--- src/rtl/stage_sequencer_pkg.sv ---
// Shared types and defaults for the one-hot stage sequencer.
package stage_sequencer_pkg;

  typedef enum logic {
    RUN,
    HALTED
  } seq_state_e;

  localparam int NUM_STAGES_DEFAULT = 7;
  localparam int DECODE_IDX_DEFAULT = 1;
  localparam int CNT_W_DEFAULT      = 32;

endpackage

--- src/rtl/stage_sequencer_next_stage_finder.sv ---
// Finds the lowest unskipped stage above the current one-hot stage;
// flags a wrap back to stage 0 when no such stage exists.
module next_stage_finder #(
  parameter int N = 7
) (
  input  logic [N-1:0] cur,
  input  logic [N-1:0] skip,
  output logic [N-1:0] nxt,
  output logic         wrap
);

  logic seen;
  logic found;

  always_comb begin
    nxt   = '0;
    seen  = 1'b0;
    found = 1'b0;
    for (int i = 0; i < N; i++) begin
      if (seen && !skip[i] && !found) begin
        nxt[i] = 1'b1;
        found  = 1'b1;
      end
      if (cur[i]) begin
        seen = 1'b1;
      end
    end
    wrap = !found;
    if (!found) begin
      nxt = N'(1);
    end
  end

endmodule

--- src/rtl/stage_sequencer.sv ---
// One-hot instruction stage sequencer with decode-time stage skipping,
// stall/flush control, retire counter and halt.
module stage_sequencer
  import stage_sequencer_pkg::*;
#(
  parameter int NUM_STAGES = NUM_STAGES_DEFAULT,
  parameter int DECODE_IDX = DECODE_IDX_DEFAULT,
  parameter int CNT_W      = CNT_W_DEFAULT
) (
  input  logic                  clock,
  input  logic                  reset,
  input  logic                  stall,
  input  logic                  flush,
  input  logic [NUM_STAGES-1:0] skip_mask,
  input  logic                  halt,
  output logic [NUM_STAGES-1:0] stage,
  output logic                  instr_done,
  output logic [CNT_W-1:0]      retired_count,
  output logic                  halted
);

  localparam logic [NUM_STAGES-1:0] LOW_MASK =
    NUM_STAGES'((1 << (DECODE_IDX + 1)) - 1);

  seq_state_e            state_q, state_d;
  logic [NUM_STAGES-1:0] stage_q, stage_d;
  logic [NUM_STAGES-1:0] mask_q, mask_d;
  logic [CNT_W-1:0]      count_q, count_d;

  logic                  in_decode;
  logic [NUM_STAGES-1:0] eff_mask;
  logic [NUM_STAGES-1:0] nxt;
  logic                  wrap;

  // Leaving decode uses this cycle's skip request, not the old latch.
  assign in_decode = stage_q[DECODE_IDX];
  assign eff_mask  = in_decode ? (skip_mask & ~LOW_MASK) : mask_q;

  next_stage_finder #(
    .N(NUM_STAGES)
  ) u_finder (
    .cur (stage_q),
    .skip(eff_mask),
    .nxt (nxt),
    .wrap(wrap)
  );

  always_comb begin
    state_d    = state_q;
    stage_d    = stage_q;
    mask_d     = mask_q;
    count_d    = count_q;
    instr_done = 1'b0;
    if (state_q == RUN) begin
      if (flush) begin
        stage_d = NUM_STAGES'(1);
        mask_d  = '0;
      end else if (!stall) begin
        if (wrap) begin
          instr_done = 1'b1;
          count_d    = count_q + 1'b1;
          mask_d     = '0;
          if (halt) begin
            state_d = HALTED;
            stage_d = '0;
          end else begin
            stage_d = nxt;
          end
        end else begin
          stage_d = nxt;
          mask_d  = eff_mask;
        end
      end
    end
  end

  always_ff @(posedge clock) begin
    if (reset) begin
      state_q <= RUN;
      stage_q <= NUM_STAGES'(1);
      mask_q  <= '0;
      count_q <= '0;
    end else begin
      state_q <= state_d;
      stage_q <= stage_d;
      mask_q  <= mask_d;
      count_q <= count_d;
    end
  end

  assign stage         = stage_q;
  assign retired_count = count_q;
  assign halted        = (state_q == HALTED);

endmodule

--- config.mk ---
export PLATFORM = sky130hd
export DESIGN_NAME = stage_sequencer
export DESIGN_NICKNAME = d
export VERILOG_FILES = /design/src/rtl/stage_sequencer_pkg.sv /design/src/rtl/stage_sequencer_next_stage_finder.sv /design/src/rtl/stage_sequencer.sv
export SDC_FILE = /design/constraint.sdc
export NUM_CORES = 1
export LEC_CHECK = 0
export ABC_AREA = 1
export BUFFER_PORTS_ARGS = -buffer_cell sky130_fd_sc_hd__buf_2
export CAP_MARGIN = 20
export CORE_ASPECT_RATIO = 0.9
export CORE_MARGIN = 5
export CORE_UTILIZATION = 30
export DETAILED_ROUTE_END_ITERATION = 8
export GPL_ROUTABILITY_DRIVEN = 0
export SETUP_SLACK_MARGIN = 0.2
export SLEW_MARGIN = 30
export SYNTH_ARGS = -nofsm -noshare
export SYNTH_HDL_FRONTEND = slang
export SYNTH_SLANG_ARGS = --single-unit
--- constraint.sdc ---
create_clock -name clock -period 2 [get_ports clock]
set_input_delay 0.4 -clock clock [delete_from_list [all_inputs] [get_ports clock]]
set_output_delay 0.4 -clock clock [all_outputs]
set_load 0.02 [all_outputs]
* Word-level counts from Yosys, hierarchy flattened
Cells that the tools add are included.
** Operators by class
- Multiplexer cells :: 35
- Bitwise logic cells :: 4
- Add/sub/neg operators :: 1
- Reduce and logical (&&, ||, !) cells :: 24
- Eq/ne operators :: 1
** Operators by type and width (count)
- 7-bit two-way mux :: 9
- 32-bit by 1-bit adder with 32-bit output (second input constant) :: 1
- 1-bit two-way mux :: 26
- 1-bit logical AND :: 11
- 1-bit logical NOT :: 11
- 1-bit inverter :: 4
- 4-bit AND reduction :: 1
- 2-bit by 1-bit inequality test with 1-bit output (second input constant) :: 1
- 2-bit AND reduction :: 1
** Word-level totals
- Logic and storage cells :: 69
- Flip-flop bits (word level) :: 46
- Output and inout bits :: 41
- Bits of input ports :: 12

* Longest topological paths before layout
Gate-level depths: netlist (run 1).
- Depth in word-level cells :: 24
- Gate-level depth with buffers :: 12

* Modules after synthesis
From an unflattened synthesis (run 1), not the netlist that was laid out.
** Second synthesis, totals
- Cells, all modules :: 399
- Area total of the unflattened synthesis :: 2606.2 um^2
** Modules (own cells, without submodules)
- stage_sequencer :: instances 1, seq. area each 940.9 um^2, area an instance 2449.8 um^2, cells each 370
- next_stage_finder :: instances 1, seq. area each 0.0 um^2, area an instance 156.4 um^2, cells each 29

* Worst setup path before layout (run 1)
No wires, ideal clock.
- Path type :: reg-to-reg
- Start point :: register count_q[0] (netlist: retired_count[0])
- End point :: register count_q[16] (netlist: retired_count[16])
- Setup slack :: 0.219 ns
- Buffers on the path :: 0
- Required time :: 1.930 ns
- Arrival :: 1.711 ns
- Setup time :: 0.070 ns
- Period minus slack after synthesis :: 1.781 ns
- Cell stages (with the launch flop) :: 9
- Path through :: dfxtp_1 ha_1 inv_1 nor2_1 nand2_1 nor2_1 xor2_1 nand3_1 a21oi_1
** Between the ends
- Cells in the longest elaborated chain, start to end :: 1
** RTL lines
- start: declaration :: RTL line stage_sequencer.sv:28 : logic [CNT_W-1:0] count_q, count_d;
- start signal: assignment :: RTL line stage_sequencer.sv:87 : count_q <= count_d;
- 32-bit by 1-bit adder with 32-bit output :: RTL line stage_sequencer.sv:61 : count_d = count_q + 1'b1;
Every way passes these cells.
A chain may end at the register's enable or synchronous reset.

* Worst setup path after layout (run 1)
- Start point :: register stage_q[1] (netlist: stage[1])
- End point :: output port instr_done
** Between the ends
- Cells in the longest elaborated chain, start to end :: 23
- Elaborated cells between the ends (all ways) :: 38
** RTL lines
- start: declaration :: RTL line stage_sequencer.sv:26 : logic [NUM_STAGES-1:0] stage_q, stage_d;
- start signal: assignment :: RTL line stage_sequencer.sv:85 : stage_q <= stage_d;
- 7-bit two-way mux :: RTL line stage_sequencer.sv:37 : assign eff_mask = in_decode ? (skip_mask & ~LOW_MASK) : mask_q;
- 1-bit logical NOT :: RTL line stage_sequencer_next_stage_finder.sv:20 : if (seen && !skip[i] && !found) begin
- 1-bit logical AND :: RTL line stage_sequencer_next_stage_finder.sv:20
- 1-bit two-way mux :: RTL line stage_sequencer_next_stage_finder.sv:20
- 1-bit logical NOT :: RTL line stage_sequencer_next_stage_finder.sv:20
- 1-bit logical AND :: RTL line stage_sequencer_next_stage_finder.sv:20
- 1-bit two-way mux :: RTL line stage_sequencer_next_stage_finder.sv:20
- 1-bit logical NOT :: RTL line stage_sequencer_next_stage_finder.sv:20
- [... 7 more ...]
- 1-bit two-way mux :: RTL line stage_sequencer_next_stage_finder.sv:20
- 1-bit logical NOT :: RTL line stage_sequencer_next_stage_finder.sv:20
- 1-bit logical AND :: RTL line stage_sequencer_next_stage_finder.sv:20
- 1-bit two-way mux (*) :: RTL line stage_sequencer_next_stage_finder.sv:20
- 1-bit two-way mux (*) :: RTL line stage_sequencer.sv:59 : if (wrap) begin
- 1-bit two-way mux (*) :: RTL line stage_sequencer.sv:58 : end else if (!stall) begin
- 1-bit two-way mux (*) :: RTL line stage_sequencer.sv:55 : if (flush) begin
- 1-bit two-way mux (*) :: RTL line stage_sequencer.sv:54 : if (state_q == RUN) begin
- end: declaration :: RTL line stage_sequencer.sv:17 : output logic instr_done,
Every way passes the cells marked *; elsewhere a longest branch is shown, timed or not. The select of a mux whose other input is x is not followed.

==> summary.md, run 1 <==
| Metric | Value |
|---|---|
| Slowest CP cell | dfxtp_4 |
| Synth area leader | dfxtp_1 |
| Vias in the first global route | 2868 |
| Area grow syn2layout | 33.45% |
| Min cycle time layout | 1.935 ns |
| Final Hold Viols | 0 |
| CTS Hold Bufs | 0 |
| CP peak stage delay | between 0.3 and 0.4 ns |
| Met2 wire len | ~3900 um |
| Dpl ws | 0.03890 ns |
| Power share of the clock group | 35.7% |
| Top cells by count, synth | nand2_1 (163), nor2_1 (58), dfxtp_1 (46) |
| Highest Signal Layer | met4 |
| WP data required | 1.60 ns |
| Post-DP HPWL | 6173 um |
| Peak VDD IR | 0.2394 mV |
| Die Y | between 100 and 150 um |
| Layout cell share with drive strength beyond 1 | between 20% and 30% |
| Sw Share | 26.60% |
| RSZ-0062 raised after global routing | true |
| Worst reg2reg path depth | 13 |
| First drt pass iteration count | 4 |
| CTS sink count | 46 |
| Sequential share of power | 53.8% |
| # rows | 33 |
| Largest net degree at the start of global routing | 41 |
| Synthesized area | between 0.002 and 0.003 mm2 |
| CP max FO | 4 |
| Max Slew Vio Count | 0 |
| Final-report setup violation count | 0 |
| Asr flop ratio synth | 0% |
| FF+latch count, synth | between 40 and 50 |
| CTS Buffer Depth | 2 |
| Tcrit/Tclk final | between 90% and 100% |
| Critical Path AT | around 1.5 ns |
| Vias | 3052 |
| Fin Hold WS | between 0.3 and 0.4 ns |
| Syn_nets | 458 |
| I/O Buffers | 50 |
| Final Skew | 0.01283 ns |
| Initial antenna violation count | 0 |
| Mean post-synth cell area | ~6.4 um2 |
| CTS root buf | clkbuf_8 |
| Metal3 WL | 452 um |
| CTS clk-pin slew, worst paths | 0.08 ns |
| Max-cap violation count | 0 |
| Critical path, cell by cell | buf_6 -> nand2_1 -> nand2_2 -> nand2_2 -> nand2_4 -> nor2_8 -> nand4_4 -> inv_2 -> buf_6 |
| Gate power share | 10.5% |
| CP startpoint | stage[1] |
| Post-route ant nets | 0 |
| Pleak | 1.501 nW |
| Psw | 0.4582 mW |
| Number of CTS-inserted buffers | 5 |
| Internal power | 1.264 mW |
| Seq/Total Area, Yosys | about a third |
| Initial Utilization | roughly 31% |
| EDFF count, synth | 0 |
| Worst Hold Class | in -> reg |
| Dominant cells by area after synthesis | dfxtp_1 (32%), nand2_1 (22%), a21oi_1 (7.9%), nor2_1 (7.7%), nand3_1 (6.5%) |
| Most common flop cell mapped by yosys | dfxtp_1 |
| Final instance area | approximately 0.0038 mm2 |
| Setup WS post-layout | 0.06542 ns |
| H-tree levels | 2 |
| Worst Hold Path Cells | 3 |
| Hold path startpoint | halt |
| Residual DRC count | 0 |
| Startpoint types | flip-flop |
| # IOs | 53 |
| # nets final | around 530 |
| Post-synthesis cell count | 445 |
| Worst rel slew slack | approximately three fifths |
| Worst skew pair latency | 0.31 ns |
| Die X-Extent | 112.5 um |
| Finished Core Util | between 40% and 50% |
| Avg Vias per Cell | 4.806 |
| Worst reg2reg path startpoint | stage[1] |
| Ys Warns | 0 |
| Cell Pwr Density | 455.3 mW/mm2 |
| Status | finished, final reports clean |
| Max Freq | 0.5169 GHz |
| Total grt overflow | 0 |
| Core area | 0.009166 mm2 |
| Die area | 0.01150 mm2 |
| Routed wire per std cell | 13.78 um |
| Wl on met1 | between 4000 and 5000 um |
| Count leader, synth | nand2_1 |
| Detailed Route WL | 8748 um |
| Iter 0 DRT Violations | roughly 120 |
| Antenna cells | 0 |
| Synth top area share | 32.48% |
| Synth unique cells | 30 |
| CTS tree | done |
| Least-Margin Pin Slew | 0.5973 ns |
| GRT Util Overall | around 15% |
| Critical path capture point type | output pin |
| Placed cell areas | 0.003249 mm2 |
| Critical path type | reg -> out |
| First-pass GRT wire length | 13940 um |
-- metrics by stage --
| stage | total power, mW | setup TNS, ns | std cells |
|---|---|---|---|
| 2_1_floorplan | 1.038 | 0 | 445 |
| 3_3_place_gp | 1.072 | 0 | 612 |
| 3_5_place_dp | 1.075 | 0 | 612 |
| 4_1_cts | 1.721 | 0 | 629 |
| 5_1_grt | 1.799 | -0.04419 | 635 |
| 6_report | 1.723 | 0 | 635 |
-- state kept, by name, summed over array words and instances (netlist names) --
signal,flops
stage,7
retired_count,32
mask_q,6
halted,1
-- layout make-up --
class	count	area, um2
clock buffers	6	82.58
repair buffers	77	534.3
well taps	122	152.6
fillers	978	5383
flip-flops and latches	46	928.4
clock inverters	2	12.51
inverters	24	92.59
multi-input cells	358	1981
-- what timing repair did --
item                       CTS  global route
gates cloned                 0             2
setup endpoints to repair   33            39
resized for setup           20            48
pin swaps                    7            20
setup buffers                9             4
-- per-layer routing --
metal	GRT usage [%]	up-vias
li1	-	1567
met1	20.99	1417
met2	22.45	60
met3	3.138	8
met4	4.344	0
met5	0	-
-- cells in the final DEF, fill, tap and decap left out, drive strengths merged --
| cell type | netlist | final |
|---|---|---|
| nor2 | 61 | 61 |
| dfxtp | 46 | 46 |
| clkbuf | 6 | 8 |
| clkinvlp | 0 | 1 |
| nor3b | 1 | 1 |
| nand2 | 166 | 166 |
| mux2i | 1 | 1 |
| a21oi | 45 | 45 |
| ha | 1 | 1 |
| o21ai | 2 | 2 |
| nand4 | 4 | 4 |
| nor3 | 2 | 2 |
| xnor2 | 5 | 5 |
| buf | 11 | 75 |
| o211ai | 1 | 1 |
| o21bai | 1 | 1 |
| nand3b | 18 | 18 |
| clkinv | 0 | 1 |
| xor2 | 10 | 10 |
| nand3 | 40 | 40 |
| inv | 24 | 24 |
-- worst paths after layout --
| path | to | slack (ns) |
|---|---|---|
| worst max-delay path | instr_done | 0.07 |
| worst min-delay path | halted | 0.38 |
| worst max register to register | retired_count[7] | 0.09 |
| worst min register to register | stage[6] | 0.47 |
-- critical path, delay by kind of cell, from the launching register on --
kind	cells	cell delay, ns
AND/OR/NAND/NOR	6	0.53
flip-flops	1	0.38
buffers and inverters	3	0.32
-- power groups by stage --
stage	combinational, mW	sequential (mW)	clock [mW]
5_1_grt	0.194	0.928	0.677
6_report	0.180	0.927	0.616
4_1_cts	0.154	0.928	0.640
3_3_place_gp	0.124	0.949	0
3_5_place_dp	0.126	0.949	0
2_1_floorplan	0.0885	0.950	0
-- logic make-up (layout without fill, tap and decap cells) --
family	Yosys count	after routing	share of synthesized area, %
buffers and inverters	41	109	6.928
and+or+nand+nor	292	292	46.20
adders and majority gates	1	1	0.4412
muxes	1	1	0.3531
AOI/OAI and AO/OA	49	49	8.959
xor gates and xnor gates	15	15	4.634
DFF	46	46	32.48
Power figures use the tool's default switching activity.
==> inputs of run 2 (changes only) <==
--- a/config.mk
+++ b/config.mk
@@ -13,8 +13,10 @@
 export CORE_UTILIZATION = 30
 export DETAILED_ROUTE_END_ITERATION = 8
 export GPL_ROUTABILITY_DRIVEN = 0
+export PLACE_DENSITY = 0.54
 export SETUP_SLACK_MARGIN = 0.2
 export SLEW_MARGIN = 30
 export SYNTH_ARGS = -nofsm -noshare
 export SYNTH_HDL_FRONTEND = slang
 export SYNTH_SLANG_ARGS = --single-unit
+export TNS_END_PERCENT = 20
==> constraint.sdc (replaced) <==
create_clock -name clock -period 2 [get_ports clock]
set_input_delay 0.1 -clock clock [delete_from_list [all_inputs] [get_ports clock]]
set_output_delay 0.1 -clock clock [all_outputs]
set_load 0.02 [all_outputs]
==> summary.md, run 2 (synthesis results as in run 1) <==
| Metric | Value |
|---|---|
| Tcrit/Tclk final | 86.06% (-11 points) |
| Startpoint types | flip-flop |
| Antenna cells | 0 (unchanged) |
| Die area | 0.01150 mm2 (unchanged) |
| # rows | 33 (unchanged) |
| CTS sink count | 46 (unchanged) |
| Initial antenna violation count | 0 (unchanged) |
| Multi-input logic area | 0.001768 mm2 (-11%) |
| Largest net degree at the start of global routing | 37 (-9.8%) |
| Max-cap violation count | 0 (unchanged) |
| Worst Hold Class | in -> reg |
| First-pass GRT wire length | 13590 um (-2.5%) |
| Residual DRC count | 0 (unchanged) |
| Max Freq | 0.5810 GHz (+12%) |
| First drt pass iteration count | 4 (unchanged) |
| Total grt overflow | 0 (unchanged) |
| Design Power | 1.610 mW (-6.5%) |
| Max Slew Vio Count | 0 (unchanged) |
| Min cycle time layout | 1.721 ns (-0.2133 ns) |
| Commonest non-fill, non-tap cell in the layout | nand2_1 |
| CTS root buf | clkbuf_8 |
| CP max FO | 9 (+5) |
| Leading cell types in the layout, fill and taps excluded | nand2_1 (160), nor2_1 (54), buf_2 (49), a21oi_1 (44), dfxtp_1 (44) |
| Most used cell, CP | nand2_4 |
| # IOs | 53 (unchanged) |
| Final Skew | 0.008878 ns (-0.003957 ns) |
| Peak VDD IR | 0.2165 mV (-9.6%) |
| RSZ-0062 raised after global routing | true |
| CTS clk-pin slew, worst paths | 0.09 ns (about the same) |
| Die X-Extent | 112.5 um (unchanged) |
| I/O Buffers | 50 (unchanged) |
| Post-DP HPWL | 6258 um (+1.4%) |
| H-tree levels | 2 (unchanged) |
| Critical path, cell by cell | buf_6 -> nand2_1 -> nand2_2 -> nand2_4 -> nand2_4 -> nor2_8 -> nand2_4 -> nor2_8 -> clkbuf_16 -> nand3_1 -> a21oi_1 |
| Number of CTS-inserted buffers | 5 (unchanged) |
| WP data required | 2.23 ns (+0.63 ns) |
| CTS tree | done |
| Register Area | 925.9 um2 (-0.27%) |
| Max FFs per register | 32 (unchanged) |
| Iter 0 DRT Violations | 159 (+38%) |
| Initial Utilization | 30.93% (unchanged) |
| # nets final | 516 (-1.7%) |
| Setup TNS | 0 ns (unchanged) |
| Final Hold Viols | 0 (unchanged) |
| Worst rel slew slack | 71.82% (+12 points) |
| Detailed Route WL | 8315 um (-4.9%) |
| Die Y | 102.2 um (unchanged) |
| Routed wire per std cell | 13.30 um (-3.4%) |
| Critical path type | reg -> reg |
| Core area | 0.009166 mm2 (unchanged) |
| Pleak | 1.446 nW (-3.7%) |
| Vias in the first global route | 2698 (-5.9%) |
| Post-route ant nets | 0 (unchanged) |
| Final-report setup violation count | 0 (unchanged) |
| Worst skew pair latency | 0.30 ns (about the same) |
| Least-Margin Pin Slew | 0.4222 ns (-0.1750 ns) |
| GRT Util Overall | 14.50% (-0.23 points) |
| Status | finished, final reports clean |
| Filler Cell Count | 1026 (+4.9%) |
| CP peak stage delay | 0.40 ns (+0.02 ns) |
| Vias | 2978 (-2.4%) |
| Critical Path AT | 1.95 ns (+0.42 ns) |
| Cell Pwr Density | 464.1 mW/mm2 (+1.9%) |
| Critical path capture point type | flip-flop |
| Avg Vias per Cell | 4.765 (-0.86%) |
| Slowest CP cell | dfxtp_4 |
| CTS Buffer Depth | 2 (unchanged) |
| Layout cell share with drive strength beyond 1 | 19.88% (-8.6 points) |
| Area grow syn2layout | 22.37% |
## run 2: final cells by class
cell class,instances,share of cell area [%]
tap,122,4.400
inverter,24,2.669
multi-input combinational,358,50.96
clock inverter,2,0.2885
clock buffer,5,1.983
timing repair buffer,68,13.02
sequential,46,26.69
## run 2: report_power, final
group | internal, mW | switching (mW)
Combinational | 0.0393 | 0.0931
Sequential | 0.920 | 0.00837
Clock | 0.235 | 0.314
Total | 1.19 | 0.415
## run 2: what timing repair did
item | in CTS | in global routing
setup endpoints to repair | 31 | 36
gates cloned | 0 | 2
buffers inserted | 2 | 2
pin swaps | 1 | 5
gates resized for setup | 6 | 13
hold buffers | 0 | 0
## run 2: worst paths after layout
check                  from                to  slack [ns]  depth (start not counted)
setup / recovery   stage[1]  retired_count[6]        0.28                         11
hold / removal         halt            halted        0.08                          3
setup reg to reg   stage[1]  retired_count[6]        0.28                         11
hold reg to reg   mask_q[1]         mask_q[1]        0.45                          2
## run 2: metal layers
layer	global-route usage [%]	wire length, um	up-vias
met5	0	0	-
met3	2.664	390	2
met1	20.80	4186	1352
met2	22.72	3690	72
li1	-	-	1552
met4	3.327	48	0
## run 2: through the flow
stage	hold WS (ns)	util (%)	instances	area [um2]	setup slack (ns)
finish	0.07639	37.85	625	3470	0.2788
global route	0.06391	37.85	625	3470	0.1670
CTS	0.06657	36.66	621	3361	0.2069
detailed placement	0.3856	35.45	612	3249	0.1563
global placement	0.3810	35.45	612	3249	0.1871
floorplan	0.2430	-	445	2835	0.2186
## run 2: critical path, delay by kind of cell (launching register included)
kind,cells,cell delay [ns]
compound gates,1,0.15
buf+inv,2,0.32
flops,1,0.40
simple gates,8,0.79
==> inputs of run 3 (changes only) <==
--- a/config.mk
+++ b/config.mk
@@ -5,7 +5,6 @@
 export SDC_FILE = /design/constraint.sdc
 export NUM_CORES = 1
 export LEC_CHECK = 0
-export ABC_AREA = 1
 export BUFFER_PORTS_ARGS = -buffer_cell sky130_fd_sc_hd__buf_2
 export CAP_MARGIN = 20
 export CORE_ASPECT_RATIO = 0.9
@@ -13,7 +12,7 @@
 export CORE_UTILIZATION = 30
 export DETAILED_ROUTE_END_ITERATION = 8
 export GPL_ROUTABILITY_DRIVEN = 0
-export PLACE_DENSITY = 0.54
+export PLACE_DENSITY = 0.55
 export SETUP_SLACK_MARGIN = 0.2
 export SLEW_MARGIN = 30
 export SYNTH_ARGS = -nofsm -noshare
==> summary.md, run 3 <==
| Metric | Value |
|---|---|
| Status | complete, but fails checks |
| Violated checks | setup timing |
| Fin cells | 465 (-26%) |
| Top cells by count, synth | dfxtp_1 (46), a21oi_1 (31), nor2_1 (19) |
| Initial antenna violation count | 0 (unchanged) |
| CTS root buf | clkbuf_8 |
| Count leader, synth | dfxtp_1 |
| CP peak stage delay | 0.43 ns (+0.03 ns) |
| Max Freq | 0.4049 GHz (-30%) |
| Die area | 0.009798 mm2 (-15%) |
| Post-CTS setup buffers | 0 (-2) |
| Largest net degree at the start of global routing | 38 (+2.7%) |
| Die X-Extent | 103.8 um (-7.7%) |
| Seq/Total Area, Yosys | 38.78% (+6.3 points) |
| Design Power | 1.601 mW (-0.59%) |
| Dpl ws | -0.4306 ns (-0.5869 ns) |
| Worst Hold Class | in -> reg |
| RSZ-0062 raised after global routing | true |
| Compound-Gate Fraction of Synth Area | 22.18% (+13 points) |
| Synth top area share | 38.78% (+6.3 points) |
| CP Buf/Inv Count | 2 (unchanged) |
| Max-cap violation count | 0 (unchanged) |
| Final Skew | 0.009777 ns (+0.0008991 ns) |
| Leading cell types in the layout, fill and taps excluded | buf_2 (49), dfxtp_1 (43), buf_4 (40), a21oi_1 (24), nor2_1 (19) |
| Vias in the first global route | 2293 (-15%) |
| Cell Pwr Density | 496.6 mW/mm2 (+7.0%) |
| Post-synthesis cell count | 286 (-36%) |
| Least-Margin Pin Slew | 0.5512 ns (+0.1289 ns) |
| XOR/XNOR Fraction of Synth Area | 0.3688% (-4.3 points) |
| Critical Path AT | 2.66 ns (+0.71 ns) |
| Total grt overflow | 0 (unchanged) |
| Setup WS post-layout | -0.4698 ns (-0.7486 ns) |
| CTS Buffer Depth | 2 (unchanged) |
| Core area | 0.007620 mm2 (-17%) |
| Mux cell area share after synthesis | 2.792% (+2.4 points) |
| Final Hold Viols | 0 (unchanged) |
| Routed wire per std cell | 15.57 um (+17%) |
| CTS sink count | 46 (unchanged) |
| Family with the most delay on the worst path | simple AND/OR/NAND/NOR gates |
| # rows | 30 (-9.1%) |
| First drt pass iteration count | 5 (+1) |
| Mean post-synth cell area | 8.303 um2 (+30%) |
| # nets final | 381 (-26%) |
| Synth area leader | dfxtp_1 |
| Filler Cell Count | 785 (-23%) |
| EDFF count, synth | 0 (unchanged) |
| Post-DP HPWL | 5147 um (-18%) |
| Max FFs per register | 32 (unchanged) |
| Peak VDD IR | 0.2215 mV (+2.3%) |
| Area grow syn2layout | 35.72% |
| CTS tree | done |
| Fin Hold WS | 0.04973 ns (-0.02666 ns) |
| Critical path type | reg -> reg |
| Max Slew Vio Count | 0 (unchanged) |
| # IOs | 53 (unchanged) |
| Tcrit/Tclk final | 123.5% (+37 points) |
| Ys Warns | 0 (unchanged) |
| Dominant cells by area after synthesis | dfxtp_1 (39%), a21oi_1 (6.5%), o31ai_1 (5.1%), or4_1 (4.4%), nand4_1 (3.2%) |
| Iter 0 DRT Violations | 190 (+19%) |
| Avg Vias per Cell | 5.486 (+15%) |
| Residual DRC count | 0 (unchanged) |
| Post-Synth Adder-Cell Area | 0.5269% (+0.086 points) |
| Synthesized area | 0.002375 mm2 (-16%) |
| Multi-input logic area | 0.001445 mm2 (-18%) |
| Worst rel slew slack | 63.26% (-8.6 points) |
| Pleak | 1.254 nW (-13%) |
| Commonest non-fill, non-tap cell in the layout | buf_2 |
| Asr flop ratio synth | 0% (unchanged) |
| Finished Core Util | 42.30% (+4.4 points) |
| Main combinational cell family by area after synthesis | simple AND/OR/NAND/NOR gates |
| Worst skew pair latency | 0.30 ns (about the same) |
| Most common flop cell mapped by yosys | dfxtp_1 |
| CP max FO | 37 (+28) |
| GRT Util Overall | 14.09% (-0.41 points) |
| Register Area | 929.6 um2 (+0.41%) |
| Min cycle time layout | 2.470 ns (+0.7486 ns) |
| Post-route ant nets | 0 (unchanged) |
| FF+latch count, synth | 46 (unchanged) |
| Cells after DPL | 457 (-25%) |
| First-pass GRT wire length | 11540 um (-15%) |
| Initial Utilization | 31.17% (+0.23 points) |
| Layout cell share with drive strength beyond 1 | 36.31% (+16 points) |
| Critical path, cell by cell | or3_4 -> a221o_1 -> or4_4 -> buf_12 -> buf_4 -> o31a_1 -> o21a_1 |
| Post-synthesis simple-gate area fraction | 30.08% (-16 points) |
| WP data required | 2.19 ns (-0.04 ns) |
| Final-report setup violation count | 32 (+32) |
| Vias | 2551 (-14%) |
| Slowest CP cell | or4_4 |
| Die Y | 94.41 um (-7.6%) |
| Startpoint types | flip-flop |
| Syn_nets | 299 (-35%) |
| Synth unique cells | 47 (+57%) |
| CTS clk-pin slew, worst paths | 0.09 ns (about the same) |
| Detailed Route WL | 7238 um (-13%) |
| Antenna cells | 0 (unchanged) |
| H-tree levels | 2 (unchanged) |
| I/O Buffers | 50 (unchanged) |
| Number of CTS-inserted buffers | 5 (unchanged) |
| Critical path capture point type | flip-flop |
-- run 3: cell count changes after synthesis, moves of 10 or more --
cell / before / now
a21oi_1: 45 / 31
inv_1: 22 / 11
nand2_1: 163 / 16
nand3_1: 37 / 12
nand3b_1: 18 / 0
nand4_1: 2 / 12
nor2_1: 58 / 19
o31ai_1: 0 / 16
or4_1: 0 / 14
xor2_1: 10 / 0
-- run 3: worst paths after layout --
| kind | start | end | slack (ns) | cells after the start |
|---|---|---|---|---|
| setup / recovery | stage[0] | retired_count[25] | -0.47 | 7 |
| hold / removal | skip_mask[2] | mask_q[2] | 0.05 | 2 |
| setup reg to reg | stage[0] | retired_count[25] | -0.47 | 7 |
| hold reg to reg | stage[4] | stage[4] | 0.48 | 2 |
-- run 3: per-layer routing --
metal	part of all wire (%)	GRT usage, %	wire (um)
met1	49	19.53	3511
met2	47	22.56	3416
met3	3.6	2.666	259
met4	0.70	3.776	51
met5	0	0	0
-- run 3: report_power, final --
| part | switching, mW | total, mW | internal [mW] |
|---|---|---|---|
| Sequential | 0.00548 | 0.922 | 0.917 |
| Clock | 0.319 | 0.562 | 0.243 |
| Combinational | 0.0650 | 0.116 | 0.0510 |
| Total | 0.390 | 1.60 | 1.21 |
-- run 3: what timing repair did --
| item | in CTS | in global routing |
|---|---|---|
| endpoints found under the setup margin | 42 | 42 |
| pin swaps | 7 | 8 |
| hold buffers | 0 | 0 |
| gates cloned | 0 | 0 |
| resized for setup | 11 | 15 |
-- run 3: stage by stage --
step / cell area [um2] / TNS [ns]
after floorplan: 2410 / -9.879
after global routing: 3223 / -14.78
after global placement: 3024 / -10.72
final: 3223 / -11.80
after detailed placement: 3024 / -11.50
after CTS: 3156 / -11.89
-- run 3: cell families (layout without fill, tap and decap cells) --
kind of cell,count (synthesis),count (layout)
flip-flops,46,46
AND/OR/NAND/NOR,125,125
multiplexers,6,6
buffers and inverters,29,112
XOR/XNOR,1,1
adder cells (fa/ha/maj),1,1
AO/OA/AOI/OAI,78,78
-- run 3: cell type report --
class / instances / share of cell area, %
Multi-Input combinational cell: 211 / 44.84
Sequential cell: 46 / 28.84
Timing Repair Buffer: 93 / 18.59
Tap cell: 96 / 3.727
Clock buffer: 6 / 2.252
Inverter: 11 / 1.436
Clock inverter: 2 / 0.3106
